[src/rtl/mem_stage_pkg.sv]
// Shared types and defaults for the memory-stage controller.
// Latency: n/a (types, constants and a width helper only).
// Backpressure: n/a.
package mem_stage_pkg;

    localparam int DW_DEF      = 16;
    localparam int TIMEOUT_DEF = 15;

    // Counter wide enough to hold the values 0..timeout.
    function automatic int cnt_width(input int timeout);
        return $clog2(timeout + 1);
    endfunction

    localparam int CNT_W_DEF = cnt_width(TIMEOUT_DEF);

    typedef enum logic [1:0] {
        IDLE,
        ISSUE,
        WAIT,
        DONE
    } state_t;

endpackage

[src/rtl/mem_timeout_cnt.sv]
// WAIT-phase cycle counter with a terminal-count flag.
// Latency: cnt updates one cycle after clr/en; tc is combinational from cnt.
// Backpressure: none; clr has priority over en.
//
// Ports: clk, rst (async, active-high), clr (sync clear), en (count enable),
//        tc (high during the TIMEOUT-th enabled cycle since the last clear).
module mem_timeout_cnt #(
    parameter int TIMEOUT = 15,
    parameter int CW      = 4
) (
    input  logic clk,
    input  logic rst,
    input  logic clr,
    input  logic en,
    output logic tc
);

    logic [CW-1:0] cnt;

    always_ff @(posedge clk or posedge rst) begin
        if (rst) begin
            cnt <= '0;
        end else if (clr) begin
            cnt <= '0;
        end else if (en) begin
            cnt <= cnt + 1'b1;
        end
    end

    // cnt holds the number of WAIT cycles already elapsed, so the current
    // cycle is the TIMEOUT-th one when cnt == TIMEOUT-1; the increment at
    // this edge is the one that reaches TIMEOUT.
    assign tc = (cnt == CW'(TIMEOUT - 1));

endmodule

[src/rtl/mem_stage_ctrl.sv]
// Memory-stage controller: runs one X/M load/store against a stallable memory.
// Latency: best case 3 stall cycles (IDLE, ISSUE, WAIT) then a DONE cycle.
// Backpressure: mem_busy holds the request in ISSUE; stall_out holds the pipe.
//
// Ports: clk, rst (async, active-high), flush;
//        X/M side:    mem_read_in, mem_write_in, addr_in, wdata_in;
//        memory side: mem_en, mem_wr, mem_addr, mem_wdata, mem_busy, mem_done, mem_rdata;
//        pipe side:   stall_out, rdata_out, rdata_valid, err_out (sticky).
module mem_stage_ctrl
    import mem_stage_pkg::*;
#(
    parameter int DW      = DW_DEF,
    parameter int TIMEOUT = TIMEOUT_DEF
) (
    input  logic          clk,
    input  logic          rst,
    input  logic          flush,
    input  logic          mem_read_in,
    input  logic          mem_write_in,
    input  logic [DW-1:0] addr_in,
    input  logic [DW-1:0] wdata_in,
    output logic          mem_en,
    output logic          mem_wr,
    output logic [DW-1:0] mem_addr,
    output logic [DW-1:0] mem_wdata,
    input  logic          mem_busy,
    input  logic          mem_done,
    input  logic [DW-1:0] mem_rdata,
    output logic          stall_out,
    output logic [DW-1:0] rdata_out,
    output logic          rdata_valid,
    output logic          err_out
);

    localparam int CW = cnt_width(TIMEOUT);

    state_t        state;
    state_t        state_nxt;
    logic          req_wr;
    logic [DW-1:0] req_addr;
    logic [DW-1:0] req_wdata;
    logic          flush_seen;
    logic          mem_req;
    logic          launch;
    logic          misalign;
    logic          accept;
    logic          cnt_tc;

    assign mem_req  = mem_read_in | mem_write_in;
    assign misalign = (state == IDLE) & mem_req & addr_in[0];
    assign launch   = (state == IDLE) & mem_req & ~flush & ~addr_in[0];
    assign accept   = (state == ISSUE) & ~mem_busy;

    // Request strobe is state-decoded; the rest comes straight from the
    // request registers, which stay stable for the whole access.
    assign mem_en    = (state == ISSUE);
    assign mem_wr    = req_wr;
    assign mem_addr  = req_addr;
    assign mem_wdata = req_wdata;

    mem_timeout_cnt #(
        .TIMEOUT (TIMEOUT),
        .CW      (CW)
    ) u_timeout_cnt (
        .clk (clk),
        .rst (rst),
        .clr (accept),
        .en  (state == WAIT),
        .tc  (cnt_tc)
    );

    always_comb begin
        state_nxt = state;
        stall_out = 1'b0;
        case (state)
            IDLE: begin
                if (launch) begin
                    stall_out = 1'b1;
                    state_nxt = ISSUE;
                end
            end
            ISSUE: begin
                if (!mem_busy) begin
                    stall_out = 1'b1;
                    state_nxt = WAIT;
                end else if (flush) begin
                    // Not yet accepted by memory, so it can still be dropped.
                    state_nxt = IDLE;
                end else begin
                    stall_out = 1'b1;
                end
            end
            WAIT: begin
                stall_out = 1'b1;
                if (mem_done || cnt_tc) begin
                    state_nxt = DONE;
                end
            end
            DONE: begin
                state_nxt = IDLE;
            end
            default: begin
                state_nxt = IDLE;
            end
        endcase
    end

    always_ff @(posedge clk or posedge rst) begin
        if (rst) begin
            state       <= IDLE;
            req_wr      <= 1'b0;
            req_addr    <= '0;
            req_wdata   <= '0;
            flush_seen  <= 1'b0;
            rdata_out   <= '0;
            rdata_valid <= 1'b0;
            err_out     <= 1'b0;
        end else begin
            state       <= state_nxt;
            rdata_valid <= 1'b0;
            if (launch) begin
                // Read+write together is treated as a write.
                req_wr     <= mem_write_in;
                req_addr   <= addr_in;
                req_wdata  <= wdata_in;
                flush_seen <= 1'b0;
            end
            if (state == WAIT) begin
                if (flush) begin
                    flush_seen <= 1'b1;
                end
                if (mem_done && !req_wr) begin
                    rdata_out   <= mem_rdata;
                    rdata_valid <= ~(flush_seen | flush);
                end
            end
            if (misalign || ((state == WAIT) && !mem_done && cnt_tc)) begin
                err_out <= 1'b1;
            end
        end
    end

endmodule

[config.mk]
export PLATFORM = sky130hd
export DESIGN_NAME = mem_stage_ctrl
export DESIGN_NICKNAME = d
export VERILOG_FILES = /design/src/rtl/mem_stage_pkg.sv /design/src/rtl/mem_timeout_cnt.sv /design/src/rtl/mem_stage_ctrl.sv
export SDC_FILE = /design/constraint.sdc
export NUM_CORES = 1
export LEC_CHECK = 0
export BUFFER_PORTS_ARGS = -buffer_cell sky130_fd_sc_hd__buf_2
export CAP_MARGIN = 20
export CELL_PAD_IN_SITES_DETAIL_PLACEMENT = 1
export CELL_PAD_IN_SITES_GLOBAL_PLACEMENT = 1
export CORE_UTILIZATION = 33
export CTS_CLUSTER_DIAMETER = 30
export DETAILED_ROUTE_END_ITERATION = 10
export GPL_ROUTABILITY_DRIVEN = 1
export PLACE_DENSITY_LB_ADDON = 0.1
export SYNTH_ARGS = -nofsm -noshare
export SYNTH_HDL_FRONTEND = slang
export SYNTH_HIERARCHICAL = 1
export SYNTH_SLANG_ARGS = --single-unit
[constraint.sdc]
create_clock -name clk -period 1.65 [get_ports clk]
set_input_delay 0.165 -clock clk [delete_from_list [all_inputs] [get_ports clk]]
set_output_delay 0.165 -clock clk [all_outputs]
set_load 0.1 [all_outputs]
After elaboration in Yosys (flattened, before gate mapping)
Cells that the tools add are included. W data, S select, Z words.

Register bits: 58. Output and inout port bits: 53. Logic and storage cells: 55.

Add/subtract/negate cells: 1. Equal/unequal tests: 7. Multiplexer cells: 16. Bitwise gates (word level): 11. Reduce and logical (&&, ||, !) cells: 11.

Operators with widths (number): $mux W1 (8); $mux W2 (4); $mux W4 (2); $pmux W2 S4 (1); $and A1 B1 Y1 (5); $add A4 B1 Y4 const B (1); $eq A2 B2 Y1 const B (2); $eq A4 B4 Y1 const B (1); $ne A2 B2 Y1 const B (2); $not A1 Y1 (4); $logic_and A1 B1 Y1 (3); $ne A3 B3 Y1 const B (1); $pmux W1 S3 (1); $reduce_and A3 Y1 (1); $eq A2 B1 Y1 const B (1); $logic_not A1 Y1 (2); $logic_not A2 Y1 (1); $logic_or A1 B1 Y1 (2); $or A1 B1 Y1 (2); $reduce_and A2 Y1 (1); $reduce_bool A2 Y1 (1).

Depth between registers and ports, before layout
Depth in word-level cells: 7. Depth in mapped cells: 5.

Hierarchy
Netlist, hierarchy kept.

Modules (own cells, without submodules): mem_stage_ctrl (instances 1, cells each 129, area an instance 2179.6 um2, sequential area each 1351.3 um2); mem_timeout_cnt (instances 1, cells each 20, area an instance 216.5 um2, sequential area each 100.1 um2).

Worst setup path after synthesis
Ideal clock, no wire load.

Kind: reg-to-output. Start point: register (tool-made name). End point: output port stall_out. Data arrival time: 2.039 ns. Required time: 1.485 ns. Path slack: -0.554 ns. Cell stages (with the launch flop): 5. Buffers on the path: 2. Path through: dfrtp_1 > or4b_1 > buf_6 > buf_6 > o211ai_1.

RTL lines: to (decl) (line mem_stage_ctrl.sv:29) `output logic stall_out,`.

Final worst setup path
Start point: register state[0]. End point: register req_wdata[4] (netlist: mem_wdata[4]).

Word-level cells in the longest chain between the ends: 4.

RTL lines: from (decl) (line mem_stage_ctrl.sv:37) `state_t state;`; from (signal assigned) (line mem_stage_ctrl.sv:119) `state <= state_nxt;`; $logic_not A2 Y1 (line mem_stage_ctrl.sv:51) `assign launch = (state == IDLE) & mem_req & ~flush & ~addr_in[0];`; $and A1 B1 Y1 (3 in series) (line mem_stage_ctrl.sv:51); to (signal assigned) (line mem_stage_ctrl.sv:125) `req_wdata <= wdata_in;`; to (decl) (line mem_stage_ctrl.sv:41) `logic [DW-1:0] req_wdata;`.

Every way passes these cells. A chain may end at the register's enable or synchronous reset.

==> flow_summary.html <==
<table>
<tr><th>Metric</th><th>Value</th></tr>
<tr><th colspan="2">Synthesis</th></tr>
<tr><td>Post-Syn Instances</td><td>149</td></tr>
<tr><td>Syn Std Cell Area</td><td>2400 µm²</td></tr>
<tr><td>Most frequently used cell type in the post-synthesis netlist</td><td>sky130_fd_sc_hd__dfrtp_1</td></tr>
<tr><td>Cell types occupying the most area after synthesis</td><td>sky130_fd_sc_hd__dfrtp_1, sky130_fd_sc_hd__mux2_4, sky130_fd_sc_hd__mux2_1, sky130_fd_sc_hd__mux2_2, sky130_fd_sc_hd__buf_6</td></tr>
<tr><td>Avg Inst Size Synth</td><td>16.1 µm²</td></tr>
<tr><td>Fraction of post-synthesis cell area in the top cell type by area</td><td>0.606</td></tr>
<tr><td>Top FF cell, synth</td><td>sky130_fd_sc_hd__dfrtp_1</td></tr>
<tr><td>Share of the yosys chip area belonging to registers</td><td>0.606</td></tr>
<tr><td>Total of warnings raised by yosys</td><td>6</td></tr>
<tr><td>Top cells by instance count after synthesis</td><td>sky130_fd_sc_hd__dfrtp_1, sky130_fd_sc_hd__mux2_4, sky130_fd_sc_hd__mux2_1, sky130_fd_sc_hd__inv_1, sky130_fd_sc_hd__mux2_2</td></tr>
<tr><td>EDFF count, synth</td><td>0</td></tr>
<tr><td>Syn nets</td><td>a little over 200</td></tr>
<tr><td>Number of distinct library cell variants in the gate-level netlist after synthesis</td><td>28</td></tr>
<tr><td>Async S/R FF share, synth</td><td>1.00</td></tr>
<tr><td>Count of state elements after synthesis</td><td>58</td></tr>
<tr><td>Library cell occupying the most area in the post-synthesis netlist</td><td>sky130_fd_sc_hd__dfrtp_1</td></tr>
<tr><th colspan="2">Routing</th></tr>
<tr><td>DR WL/cell</td><td>14.5 µm</td></tr>
<tr><td>Via density</td><td>roughly 4.4</td></tr>
<tr><td>Number of remaining DRC errors</td><td>0</td></tr>
<tr><td>Via count</td><td>1672</td></tr>
<tr><td>Wirelength, routed</td><td>5520 µm</td></tr>
<tr><td>Drt initial violations</td><td>45</td></tr>
<tr><td>Antenna Nets Post-Route</td><td>0</td></tr>
<tr><td>Length of the first detailed-routing pass in iterations</td><td>4</td></tr>
<tr><th colspan="2">Placement</th></tr>
<tr><td>Post-placement worst setup slack</td><td>-147 ps</td></tr>
<tr><td>Port buffer count</td><td>107</td></tr>
<tr><td>Post-DP HPWL</td><td>3660 µm</td></tr>
<tr><td>Final Wtd Congestion</td><td>roughly 0.78</td></tr>
<tr><th colspan="2">Cells and area</th></tr>
<tr><td>Inserted Diodes</td><td>0</td></tr>
<tr><td>FILL cells</td><td>760</td></tr>
<tr><td>Area overhead of the layout relative to synthesis</td><td>49.2%</td></tr>
<tr><td>Total number of nets in the final design</td><td>336</td></tr>
<tr><td>Final standard cell utilization of the core</td><td>0.518</td></tr>
<tr><td>Area of all sequential standard cells</td><td>1450 µm²</td></tr>
<tr><td>Total area of multi-input combinational cells</td><td>925 µm²</td></tr>
<tr><td>Fraction of layout cells with a size suffix above 1</td><td>0.669</td></tr>
<tr><th colspan="2">Global route</th></tr>
<tr><td>First-pass GRT wire length</td><td>around 8600 µm</td></tr>
<tr><td>Vias in the first global route</td><td>1756</td></tr>
<tr><td>GRT Overall Usage</td><td>0.153</td></tr>
<tr><td>Total grt overflow</td><td>0</td></tr>
<tr><td>Largest net degree at the start of global routing</td><td>55</td></tr>
<tr><td>Initial antenna violation count</td><td>0</td></tr>
<tr><th colspan="2">Floorplan</th></tr>
<tr><td>Core area</td><td>6910 µm²</td></tr>
<tr><td>Height of the die</td><td>87.2 µm</td></tr>
<tr><td>Die Area</td><td>7610 µm²</td></tr>
<tr><td>Die extent in x</td><td>87.2 µm</td></tr>
<tr><td>Number of standard-cell rows in the floorplan</td><td>30</td></tr>
<tr><td>Number of ports placed on the die boundary</td><td>approximately 110</td></tr>
<tr><td>Starting utilization of the core area</td><td>0.347</td></tr>
<tr><th colspan="2">Critical path</th></tr>
<tr><td>Data required time of the worst path</td><td>1860 ps</td></tr>
<tr><td>Reg2reg setup slack</td><td>-150 ps</td></tr>
<tr><td>Crit. End Element</td><td>flip-flop</td></tr>
<tr><td>Arrival time reported for the critical path endpoint</td><td>2010 ps</td></tr>
<tr><td>Reg-to-reg critical path endpoint</td><td>mem_wdata[4]</td></tr>
<tr><td>Depth of the worst register-to-register path</td><td>4</td></tr>
<tr><td>Worst reg2reg startpoint</td><td>state[0]</td></tr>
<tr><td>Path type of the worst setup path</td><td>flip-flop to flip-flop</td></tr>
<tr><td>Highest net fanout along the worst path</td><td>9</td></tr>
<tr><td>Launching element type of the critical path</td><td>flip-flop</td></tr>
<tr><th colspan="2">Min path</th></tr>
<tr><td>Type of the tightest min-delay check</td><td>primary input to flip-flop</td></tr>
<tr><td>Hold Path Sink</td><td>mem_addr[15]</td></tr>
<tr><td>Worst hold path startpoint</td><td>addr_in[15]</td></tr>
<tr><td>Number of cells traversed by the worst hold path</td><td>2</td></tr>
<tr><th colspan="2">STA</th></tr>
<tr><td>Upper clock frequency limit</td><td>0.557 GHz</td></tr>
<tr><td>Final hold violations</td><td>0</td></tr>
<tr><td>Sum Neg Setup Slack</td><td>-1870 ps</td></tr>
<tr><td>Transition time at the pin with the least slew margin</td><td>502 ps</td></tr>
<tr><td>Max-slew violations</td><td>0</td></tr>
<tr><td>Period Utilization, post-route</td><td>1.09</td></tr>
<tr><td>Final worst setup slack</td><td>-145 ps</td></tr>
<tr><td>Relative slew slack</td><td>0.668</td></tr>
<tr><td>Final count of negative-setup-slack endpoints</td><td>33</td></tr>
<tr><td>Final critical path time including I/O delays and setup</td><td>roughly 1800 ps</td></tr>
<tr><td>Worst hold slack</td><td>approximately 36 ps</td></tr>
<tr><td>RSZ-0062 raised after global routing</td><td>true</td></tr>
<tr><td>Clock tree skew after final layout</td><td>6.55 ps</td></tr>
<tr><th colspan="2">Clocking</th></tr>
<tr><td>Clock sinks</td><td>58</td></tr>
<tr><td>H-tree depth</td><td>3</td></tr>
<tr><td>Clk Latency, worst-skew pair</td><td>around 330 ps</td></tr>
<tr><td>Worst-path clk slew</td><td>70 ps</td></tr>
<tr><td>Number of buffers on the longest clock path</td><td>2</td></tr>
<tr><td>TritonCTS Buffers</td><td>9</td></tr>
<tr><td>Clock tree from TritonCTS</td><td>built</td></tr>
<tr><td>Master cell of the clock root buffer</td><td>sky130_fd_sc_hd__clkbuf_8</td></tr>
<tr><th colspan="2">Flow run</th></tr>
<tr><td>Max-cap violations</td><td>0</td></tr>
<tr><th colspan="2">Outcome</th></tr>
<tr><td>Failing checks</td><td>setup timing</td></tr>
<tr><td>Run status</td><td>finished, violations left</td></tr>
</table>
[layer usage]
layer / up-vias / routed length, µm / track usage
met4: 0 / 66 / 0.0760
li1: 783 / - / -
met3: 7 / 379 / 0.0531
met1: 816 / 2500 / 0.190
met5: - / 0 / 0
met2: 66 / 2580 / 0.239
[metrics by stage]
stage               instance area, µm²  cells
floorplan                         2440    149
finish                            3580    380
detailed placement                3180    357
global placement                  3180    357
CTS                               3490    377
global route                      3580    380
[cells in the final DEF, fill, tap and decap left out, types with 2 or more instances in the layout]
master	instances
sky130_fd_sc_hd__buf_2	105
sky130_fd_sc_hd__dfrtp_1	57
sky130_fd_sc_hd__mux2_4	36
sky130_fd_sc_hd__clkbuf_8	10
sky130_fd_sc_hd__buf_4	8
sky130_fd_sc_hd__mux2_2	7
sky130_fd_sc_hd__mux2_1	6
sky130_fd_sc_hd__nor2_1	5
sky130_fd_sc_hd__inv_1	5
sky130_fd_sc_hd__buf_12	5
sky130_fd_sc_hd__inv_2	2
sky130_fd_sc_hd__nor2b_1	2
sky130_fd_sc_hd__clkinv_2	2
sky130_fd_sc_hd__bufinv_16	2
sky130_fd_sc_hd__buf_16	2
sky130_fd_sc_hd__clkbuf_16	2
sky130_fd_sc_hd__ha_1	2
[critical path, stage by stage, from the launching register on]
cell	delay [ps]
sky130_fd_sc_hd__dfrtp_1	370
sky130_fd_sc_hd__or4b_4	530
sky130_fd_sc_hd__buf_4	180
sky130_fd_sc_hd__bufbuf_16	290
sky130_fd_sc_hd__mux2_4	300
[how the worst max path moves through the flow]
stage / start / to / slack, ps / cells past startpoint
after detailed placement: flip-flop / mem_addr[13] / -150 / 3
after CTS: state[0] / stall_out / -190 / 3
after floorplan: flip-flop / stall_out / -550 / 4
final: state[0] / mem_wdata[4] / -150 / 4
after global placement: flip-flop / mem_addr[11] / -110 / 3
after global routing: state[0] / stall_out / -210 / 3
[layout make-up]
cell class | instances | area share
well taps | 96 | 0.0336
multi-input cells | 79 | 0.259
repair buffers | 124 | 0.233
inverters | 7 | 0.00735
clock inverters | 5 | 0.0217
flip-flops and latches | 58 | 0.406
clock buffers | 11 | 0.0395
[sequential cells by signal (all words and copies together) (netlist names), named ones only]
register and cells:
mem_wdata 16, err_out 1, mem_wr 1, state 1, rdata_out 16, rdata_valid 1
flush_seen 1, u_timeout_cnt/cnt 4, mem_addr 16
[kinds of logic (layout without fill, tap and decap cells)]
kind of cell | Yosys count | count (layout) | share of synthesized area
buffers and inverters | 12 | 147 | 0.0329
and+or+nand+nor | 19 | 19 | 0.0486
DFF | 58 | 58 | 0.606
xor gates and xnor gates | 1 | 1 | 0.00366
AOI/OAI and AO/OA | 8 | 8 | 0.0261
adders and majority gates | 2 | 2 | 0.0104
muxes | 49 | 49 | 0.273
[what timing repair did]
action | 4_1_cts | 5_1_grt
gates resized for setup | 4 | 3
setup endpoints to repair | 34 | 41
gates cloned | 2 | 2
endpoints found under the hold margin | 58 | 0
setup buffers | 1 | 1
pin swaps | 2 | 2
hold buffers | 1 | 0
Power is not shown: default switching activity piles up to over one toggle a cycle in this logic, so the estimate is an artifact.
